File: config.mk
export PLATFORM = sky130hd
export DESIGN_NAME = uart_rx
export DESIGN_NICKNAME = d
export VERILOG_FILES = /design/src/rtl/uart_pkg.sv /design/src/rtl/uart_baud_sampler.sv /design/src/rtl/uart_rx.sv
export SDC_FILE = /design/constraint.sdc
export NUM_CORES = 1
export LEC_CHECK = 0
export ABC_AREA = 1
export CORE_ASPECT_RATIO = 0.75
export CORE_MARGIN = 5
export CORE_UTILIZATION = 52
export DETAILED_ROUTE_END_ITERATION = 16
export PLACE_DENSITY_LB_ADDON = 0.12
export SKIP_LAST_GASP = 1
export SLEW_MARGIN = 20
export SYNTH_ARGS = -nofsm -noshare
export SYNTH_HDL_FRONTEND = slang
export SYNTH_HIERARCHICAL = 1
export SYNTH_SLANG_ARGS = --single-unit
File: constraint.sdc
create_clock -name clk -period 5.5 [get_ports clk]
set_input_delay 1.1 -clock clk [delete_from_list [all_inputs] [get_ports clk]]
set_output_delay 1.1 -clock clk [all_outputs]
set_load 0.02 [all_outputs]
File: src/rtl/uart_pkg.sv
// Shared UART definitions: 3-bit FSM state encodings and the per-frame configuration record.
package uart_pkg;

  localparam logic [2:0] ST_IDLE   = 3'd0;
  localparam logic [2:0] ST_START  = 3'd1;
  localparam logic [2:0] ST_DATA   = 3'd2;
  localparam logic [2:0] ST_PARITY = 3'd3;
  localparam logic [2:0] ST_STOP   = 3'd4;
  localparam logic [2:0] ST_STOP2  = 3'd5;

  typedef struct packed {
    logic [15:0] div;
    logic [4:0]  bpw;
    logic        par_en;
    logic        odd;
    logic        two_stop;
  } uart_cfg_t;

endpackage

File: src/rtl/uart_baud_sampler.sv
// Receive front end: 2-flop synchronizer, falling-edge detect and bit-period sample counter.
module uart_baud_sampler (
  input  logic        clk,
  input  logic        rst,
  input  logic        rx_i,
  input  logic [15:0] div_i,
  input  logic        start_i,
  input  logic        en_i,
  output logic        rx_o,
  output logic        fall_o,
  output logic        sample_o,
  output logic        boundary_o
);

  logic        s1_q, s2_q, prev_q;
  logic [15:0] cnt_q, cnt_d;

  always_comb begin
    cnt_d = cnt_q;
    if (start_i)
      cnt_d = 16'd1;
    else if (en_i)
      cnt_d = (cnt_q == div_i) ? 16'd1 : cnt_q + 16'd1;
  end

  always_ff @(posedge clk or posedge rst) begin
    if (rst) begin
      s1_q   <= 1'b1;
      s2_q   <= 1'b1;
      prev_q <= 1'b1;
      cnt_q  <= '0;
    end else begin
      s1_q   <= rx_i;
      s2_q   <= s1_q;
      prev_q <= s2_q;
      cnt_q  <= cnt_d;
    end
  end

  assign rx_o       = s2_q;
  assign fall_o     = prev_q & ~s2_q;
  assign sample_o   = en_i && (cnt_q == (div_i >> 1));
  assign boundary_o = en_i && (cnt_q == div_i);

endmodule

File: src/rtl/uart_rx.sv
// UART receiver: framing FSM and datapath with runtime-configured word size, parity and stop bits.
module uart_rx
  import uart_pkg::*;
(
  input  logic        clk,
  input  logic        rst,
  input  logic        rx,
  input  logic [15:0] clk_div,
  input  logic [4:0]  bits_per_word,
  input  logic        parity_en,
  input  logic        parity_evan_odd,
  input  logic        two_stop_bit,
  input  logic        rd_en,
  output logic [15:0] data_out,
  output logic        data_ready,
  output logic        busy,
  output logic        parity_err,
  output logic        frame_err,
  output logic        overrun
);

  logic [2:0]  state_q, state_d;
  uart_cfg_t   cfg_q, cfg_d;
  logic [4:0]  bitpos_q, bitpos_d;
  logic [15:0] shift_q, shift_d;
  logic        par_q, par_d, ferr_q, ferr_d;
  logic [15:0] data_q, data_d;
  logic        ready_q, ready_d, perr_q, perr_d, fout_q, fout_d, ovr_q, ovr_d;
  logic        rx_s, fall, sample, boundary, start, done;

  assign start = (state_q == ST_IDLE) && fall;

  uart_baud_sampler u_sampler (
    .clk        (clk),
    .rst        (rst),
    .rx_i       (rx),
    .div_i      (cfg_q.div),
    .start_i    (start),
    .en_i       (state_q != ST_IDLE),
    .rx_o       (rx_s),
    .fall_o     (fall),
    .sample_o   (sample),
    .boundary_o (boundary)
  );

  always_comb begin
    state_d  = state_q;
    cfg_d    = cfg_q;
    bitpos_d = bitpos_q;
    shift_d  = shift_q;
    par_d    = par_q;
    ferr_d   = ferr_q;
    done     = 1'b0;
    case (state_q)
      ST_IDLE: if (fall) begin
        state_d  = ST_START;
        cfg_d    = '{div: clk_div, bpw: bits_per_word, par_en: parity_en,
                     odd: parity_evan_odd, two_stop: two_stop_bit};
        bitpos_d = '0;
        shift_d  = '0;
        par_d    = 1'b0;
        ferr_d   = 1'b0;
      end
      ST_START: begin
        if (sample && rx_s) state_d = ST_IDLE;
        else if (boundary)  state_d = ST_DATA;
      end
      ST_DATA: begin
        if (sample) begin
          shift_d[bitpos_q[3:0]] = rx_s;
          par_d = par_q ^ rx_s;
        end
        if (boundary) begin
          if (bitpos_q == cfg_q.bpw) state_d = cfg_q.par_en ? ST_PARITY : ST_STOP;
          else                       bitpos_d = bitpos_q + 5'd1;
        end
      end
      ST_PARITY: begin
        if (sample)   par_d = par_q ^ rx_s;
        if (boundary) state_d = ST_STOP;
      end
      ST_STOP: begin
        if (sample) begin
          if (!rx_s) ferr_d = 1'b1;
          if (!cfg_q.two_stop) begin
            done    = 1'b1;
            state_d = ST_IDLE;
          end
        end else if (boundary) state_d = ST_STOP2;
      end
      ST_STOP2: if (sample) begin
        if (!rx_s) ferr_d = 1'b1;
        done    = 1'b1;
        state_d = ST_IDLE;
      end
      default: state_d = ST_IDLE;
    endcase
  end

  // A completing word beats a simultaneous acknowledge: ready stays set, overrun does not.
  always_comb begin
    data_d  = data_q;
    ready_d = ready_q;
    perr_d  = perr_q;
    fout_d  = fout_q;
    ovr_d   = ovr_q;
    if (done) begin
      data_d  = shift_q;
      ready_d = 1'b1;
      perr_d  = cfg_q.par_en & (par_q ^ cfg_q.odd);
      fout_d  = ferr_q | ~rx_s;
      ovr_d   = rd_en ? 1'b0 : (ovr_q | ready_q);
    end else if (rd_en) begin
      ready_d = 1'b0;
      ovr_d   = 1'b0;
    end
  end

  always_ff @(posedge clk or posedge rst) begin
    if (rst) begin
      state_q  <= ST_IDLE;
      cfg_q    <= '0;
      bitpos_q <= '0;
      shift_q  <= '0;
      par_q    <= 1'b0;
      ferr_q   <= 1'b0;
      data_q   <= '0;
      ready_q  <= 1'b0;
      perr_q   <= 1'b0;
      fout_q   <= 1'b0;
      ovr_q    <= 1'b0;
    end else begin
      state_q  <= state_d;
      cfg_q    <= cfg_d;
      bitpos_q <= bitpos_d;
      shift_q  <= shift_d;
      par_q    <= par_d;
      ferr_q   <= ferr_d;
      data_q   <= data_d;
      ready_q  <= ready_d;
      perr_q   <= perr_d;
      fout_q   <= fout_d;
      ovr_q    <= ovr_d;
    end
  end

  assign data_out   = data_q;
  assign data_ready = ready_q;
  assign busy       = (state_q != ST_IDLE);
  assign parity_err = perr_q;
  assign frame_err  = fout_q;
  assign overrun    = ovr_q;

endmodule
==> results.toml, run 1 <==
[run_status]
run_status = "finished clean"

[grt]
grt_pass1_wl_mm = 19.5
grt_max_degree = 71
grt_pass1_vias = 3934
grtUsageTotal_pct = 21.5
antenna_found_initial = 0
overflow = 0

[synth]
synth_top_area_share_pct = 44.4
synth_edf_count = 0
synthTopCellsByArea = "dfrtp_1 (44%), nand2_1 (21%), inv_1 (4.8%)"
synth_area_um2 = 4850
yosysWarningCount = 6
syn-num-nets = 690
yosysSeqAreaShare_pct = 46.0
yosysUniqueCellTypes = 36
ys.flop_type = "dfrtp_1"
post-synth-top-area-cell = "dfrtp_1"
syn_area_per_cell_um2 = 7.38
ys_ff_latch = 89
synthArstFlopShare_pct = 100
syn-instance-count = 657

[routing]
drt-pass1-iter-count = 5
vias_per_cell = 5.04
drt_iter0_drc = 426
via_count = 4196
drc = 0
drt_wl_total_mm = 11.4
wire_per_inst_um = 13.7
ant_nets = 0

[clock_tree]
clockBufferDepth = 2
cts_sinks = 89
clk_latency_ps = 340
cts_max_level = 3
clk_pin_slew_ps = 70
cts_tree = "built"
hold_buffers = 0
cts_resized = 0
numCtsBuffers = 9
post-cts-setup-buffer-count = 0
cts_root_buf = "clkbuf_16"

[setup_path]
path_cells = "inv_2 > nand2_2 > clkdlybuf4s50_1"
worst_r2r_path_depth = 11
slowest_delay_ps = 700
r2r_end = "shift_q[4]$_DFFE_PP0P_"
worst-path-max-fanout = 11
cp_slowest_cell = "clkdlybuf4s50_1"
critical_path_class = "flip-flop to output pin"
crit_required_ps = 4400
worstPathArrival_ps = 1890
startpoint_type = "flip-flop"
ff2ff_setup_slack_ps = 2760
cp-end-kind = "output pin"
r2r-start = "state_q[2]$_DFFE_PP0P_"

[timing]
finalSetupViolations = 0
grt_setup_unrepaired = "false"
fin_crit_sh_pct = 54.4
worst_clock_skew_ps = 6.95
setup_tns_ps = 0
finalHoldViolations = 0
tightest_slew_ps = 860
drv_slew = 0
max_freq_mhz = 334
whs_ps = 361
period_needed_ps = 2990
relSlewSlack_pct = 42.6

[final_layout]
drive_above_1_share_pct = 8.95
diodes = 0
fill_cells = 856
multi_input_area_um2 = 2200
regArea_um2 = 2230
syn_to_final_growth_pct = 17.1
fin_nets = 732

[pwr]
p_int_w = 0.00142
pwr_density_cell_nw_per_um2 = 414
switching_share_pct = 39.4
comb_power_share_pct = 33.1
clkPwrFrac_pct = 27.3
ir_worst_vdd_mv = 0.241
p_leak_nw = 2.87
seq_power_share_pct = 39.6
switchingPower_w = 0.000925

[place]
port_buffers = 48
finalWeightedCongestion = 0.950
hpwl_mm = 8.42

[floorplan]
start_util_pct = 53.4
die_area_um2 = 11400
rows = 30
core_um2 = 9080
fp.dieW_um = 122
die_y_um = 93.6
pin_count = 49

[min_path]
whs_path_depth = 0
hold_start = "u_sampler/s1_q$_DFF_PP1_"
hold_end = "u_sampler/rx_o$_DFF_PP1_"
hold_path.class = "flip-flop to flip-flop"

[run]
maxCapViolations = 0
layout make-up:
cell class	instances	share of cell area, %
Clock inverter	5	1.10
Sequential cell	89	39.3
Multi-Input combinational cell	474	38.7
Inverter	76	5.02
Tap cell	128	2.82
Timing Repair Buffer	49	8.59
Clock buffer	11	4.45
cell usage in the layout, fill, tap and decap left out, types with 2 or more instances in the layout:
master / n
nand4_1: 12
nor4_1: 2
inv_1: 61
nand3_1: 33
nand2_4: 2
nand2_1: 273
nor2_4: 5
o22ai_1: 9
nor3_1: 3
nand3_2: 2
xor2_1: 11
ha_1: 5
a21oi_1: 2
xnor2_1: 2
nor2_2: 6
clkinvlp_4: 2
o21ai_0: 13
clkbuf_8: 2
dfstp_2: 3
o211ai_1: 2
inv_2: 15
nand2_2: 8
o21ai_1: 20
clkbuf_16: 9
clkdlybuf4s50_1: 48
nor2_1: 56
dfrtp_1: 86
worst max-delay path: cells and delay by family (launching register included):
family | cells | cell delay, ps
buffers and inverters | 2 | 780
DFF | 1 | 520
and+or+nand+nor | 1 | 250
worst max path at each step:
stage / slack [ps] / cells after the start / end / start
final: 2510 / 3 / busy / state_q[2]$_DFFE_PP0P_
after global routing: 2440 / 11 / shift_q[4]$_DFFE_PP0P_ / state_q[2]$_DFFE_PP0P_
after CTS: 2500 / 3 / busy / state_q[2]$_DFFE_PP0P_
after detailed placement: 2800 / 14 / u_sampler/cnt_q[15]$_DFFE_PP0P_ / state_q[0]$_DFFE_PP0P_
after global placement: 2920 / 3 / busy / state_q[2]$_DFFE_PP0P_
after floorplan: 2630 / 1 / bitpos_q[0]$_DFFE_PP0P_ / rst
synth_stat cells, types with 2 or more instances:
master    number
o211ai_1       2
buf_2          7
nand2_4        2
nand2_1      273
nor4_1         2
nor2_1        56
nand3_2        2
a21oi_1        2
inv_1         62
nor3_1         3
nand2_2        8
nor2_2         6
buf_6          6
o21ai_0       13
ha_1           5
dfstp_2        3
nand3_1       33
xor2_1        11
nand4_1       12
o22ai_1        9
buf_4          3
dfrtp_1       86
o21ai_1       20
nor2_4         5
xnor2_1        2
inv_2         14
power groups by stage:
stage          clock network, W  logic, W  registers [W]
2_1_floorplan                 0  0.000619       0.000883
3_3_place_gp                  0  0.000747       0.000931
3_5_place_dp                  0  0.000767       0.000936
4_1_cts                0.000650  0.000773       0.000928
5_1_grt                0.000684  0.000884       0.000952
6_report               0.000642  0.000778       0.000931
registers in the layout, summed over array words and instances, names as in the netlist, 3 cells and up:
name / flops
bitpos_q: 5
cfg_q: 24
data_out: 16
shift_q: 16
state_q: 3
u_sampler/cnt_q: 16
kinds of logic (layout without fill, tap and decap cells):
group,after synthesis,in the layout,synth area share (%)
flip-flops,89,89,46.0
AO/OA/AOI/OAI,52,52,6.58
XOR/XNOR,13,13,2.35
AND/OR/NAND/NOR,404,404,35.2
adder cells (fa/ha/maj),5,5,1.29
buffers and inverters,94,141,8.62
metrics by stage:
stage / util (%) / area, µm² / worst slack, ps / instances / power (W)
6_report: 62.5 / 5680 / 2510 / 832 / 0.00235
5_1_grt: 62.5 / 5680 / 2440 / 832 / 0.00252
4_1_cts: 62.5 / 5680 / 2500 / 832 / 0.00235
3_5_place_dp: 59.1 / 5370 / 2800 / 816 / 0.00170
3_3_place_gp: 59.1 / 5370 / 2920 / 816 / 0.00168
2_1_floorplan: - / 4850 / 2630 / 657 / 0.00150
metal layers:
metal	up-vias	part of all wire, %	track usage, %
li1	2124	-	-
met1	1925	53	34.7
met2	140	39	28.8
met3	7	7.2	4.90
met4	0	0.74	4.66
met5	-	0	0
Note: power is estimated with default switching activity, not from simulation.
==> run 2, diff against run 1 <==
Clock period 5.5 ns to 2.7 ns, I/O delays scaled along.
==> results.toml, run 2 (synthesis results as in run 1) <==
[clock_tree]
clk_pin_slew_ps = 60
numCtsBuffers = 9
cts_sinks = 89
post-cts-setup-buffer-count = 0
cts_root_buf = "clkbuf_16"
clockBufferDepth = 2
clk_latency_ps = 340
cts_tree = "built"
cts_resized = 0
hold_buffers = 0
cts_max_level = 3

[routing]
vias_per_cell = 5.05
drt-pass1-iter-count = 5
ant_nets = 0
drt_wl_total_mm = 11.7
drt_iter0_drc = 324
wire_per_inst_um = 14.0
drc = 0
via_count = 4228

[floorplan]
fp.dieW_um = 122
pin_count = 49
start_util_pct = 53.4
rows = 30
die_area_um2 = 11400
die_y_um = 93.6
core_um2 = 9080

[final_layout]
diodes = 0
fin_nets = 737
regMostFlops = "cfg_q"
final_cell_mix = "nand2_1 (273), dfrtp_1 (86), inv_1 (61), nor2_1 (55), clkdlybuf4s50_1 (48)"
syn_to_final_growth_pct = 17.9
final_common_cell = "nand2_1"
fill_cells = 880
largest_reg_flops = 24
drive_above_1_share_pct = 9.73

[timing]
worst_clock_skew_ps = 5.78
tightest_slew_ps = 798
finalSetupViolations = 0
setup_tns_ps = 0
grt_setup_unrepaired = "false"
fin_crit_sh_pct = 89.4
period_needed_ps = 2410
drv_slew = 0
relSlewSlack_pct = 46.8
finalHoldViolations = 0
max_freq_mhz = 414

[grt]
grt_pass1_wl_mm = 19.5
grt_max_degree = 64
grtUsageTotal_pct = 21.9
overflow = 0
grt_use_met1_pct = 34.6
top_usage_layer = "met1"
grtUsageMet3_pct = 7.01
grt_pass1_vias = 3870
grt_use_met2_pct = 28.9
antenna_found_initial = 0

[setup_path]
crit_required_ps = 2160
worstPathArrival_ps = 1870
cp-end-kind = "output pin"
worst-path-max-fanout = 10
startpoint_type = "flip-flop"
critical_path_class = "flip-flop to output pin"

[min_path]
hold_path.class = "flip-flop to flip-flop"

[pwr]
pwr_density_cell_nw_per_um2 = 832
p_leak_nw = 2.90
ir_worst_vdd_mv = 0.479
power_w = 0.00476

[run_status]
run_status = "finished clean"

[place]
port_buffers = 48
hpwl_mm = 8.49
finalWeightedCongestion = 0.986

[run]
maxCapViolations = 0
[run 2: cell types whose count changed in the layout (fill, tap and decap cells not counted)]
cell	change
buf_12	+1
clkinvlp_4	-1
clkbuf_8	+2
nor2_2	+1
clkinv_4	-1
nor2_1	-1
clkinv_2	+1
buf_4	+4
bufinv_16	-1
[run 2: worst paths after layout]
| kind | cells past startpoint | startpoint | slack, ps | to |
|---|---|---|---|---|
| max reg2reg | 12 | state_q[2]$_DFFE_PP0P_ | 400 | shift_q[4]$_DFFE_PP0P_ |
| max in group asynchronous | 2 | rst | 1500 | u_sampler/cnt_q[2]$_DFFE_PP0P_ |
| min | 0 | u_sampler/s1_q$_DFF_PP1_ | 360 | u_sampler/rx_o$_DFF_PP1_ |
| max | 4 | state_q[2]$_DFFE_PP0P_ | 290 | busy |
| min in group asynchronous | 2 | rst | 460 | cfg_q[20]$_DFFE_PP0P_ |
| min reg2reg | 0 | u_sampler/s1_q$_DFF_PP1_ | 360 | u_sampler/rx_o$_DFF_PP1_ |
[run 2: stage by stage]
step | std cells | setup slack (ps) | util, % | hold WS (ps) | cell area, µm²
after floorplan | 657 | 392 | - | 345 | 4850
after global placement | 821 | 346 | 59.6 | 348 | 5420
after detailed placement | 821 | 315 | 59.6 | 347 | 5420
after CTS | 837 | 271 | 62.9 | 360 | 5720
after global routing | 837 | 133 | 63.0 | 372 | 5720
final | 837 | 287 | 63.0 | 359 | 5720
[run 2: per-layer routing]
layer	wire length (µm)	share of wire, %
met5	0	0
met4	124	1.1
met3	878	7.5
met2	4640	40
met1	6080	52
[run 2: layout make-up]
class	instances	area, µm²	share of cell area (%)
Sequential cell	89	2230	39.0
Multi-Input combinational cell	474	2200	38.5
Timing Repair Buffer	54	538	9.41
Inverter	76	285	4.99
Clock buffer	13	280	4.90
Tap cell	128	160	2.80
Clock inverter	3	21.3	0.372
[run 2: worst max-delay path, cell delays in order (launching register included)]
cell	delay, ps
dfrtp_1	530
inv_2	80
nand2_2	90
buf_4	200
clkdlybuf4s50_1	630
[run 2: power breakdown]
part	internal (W)	switching (W)	total [W]
combinational	0.000577	0.00105	0.00163
sequential	0.00159	0.000304	0.00189
clock	0.000726	0.000512	0.00124
total	0.00289	0.00187	0.00476
==> run 3, diff against run 2 <==
Settings changed: SLEW_MARGIN 20 to unset.
==> results of run 3 <==
The final DEF is identical to that of run 2; final timing and power are the same.
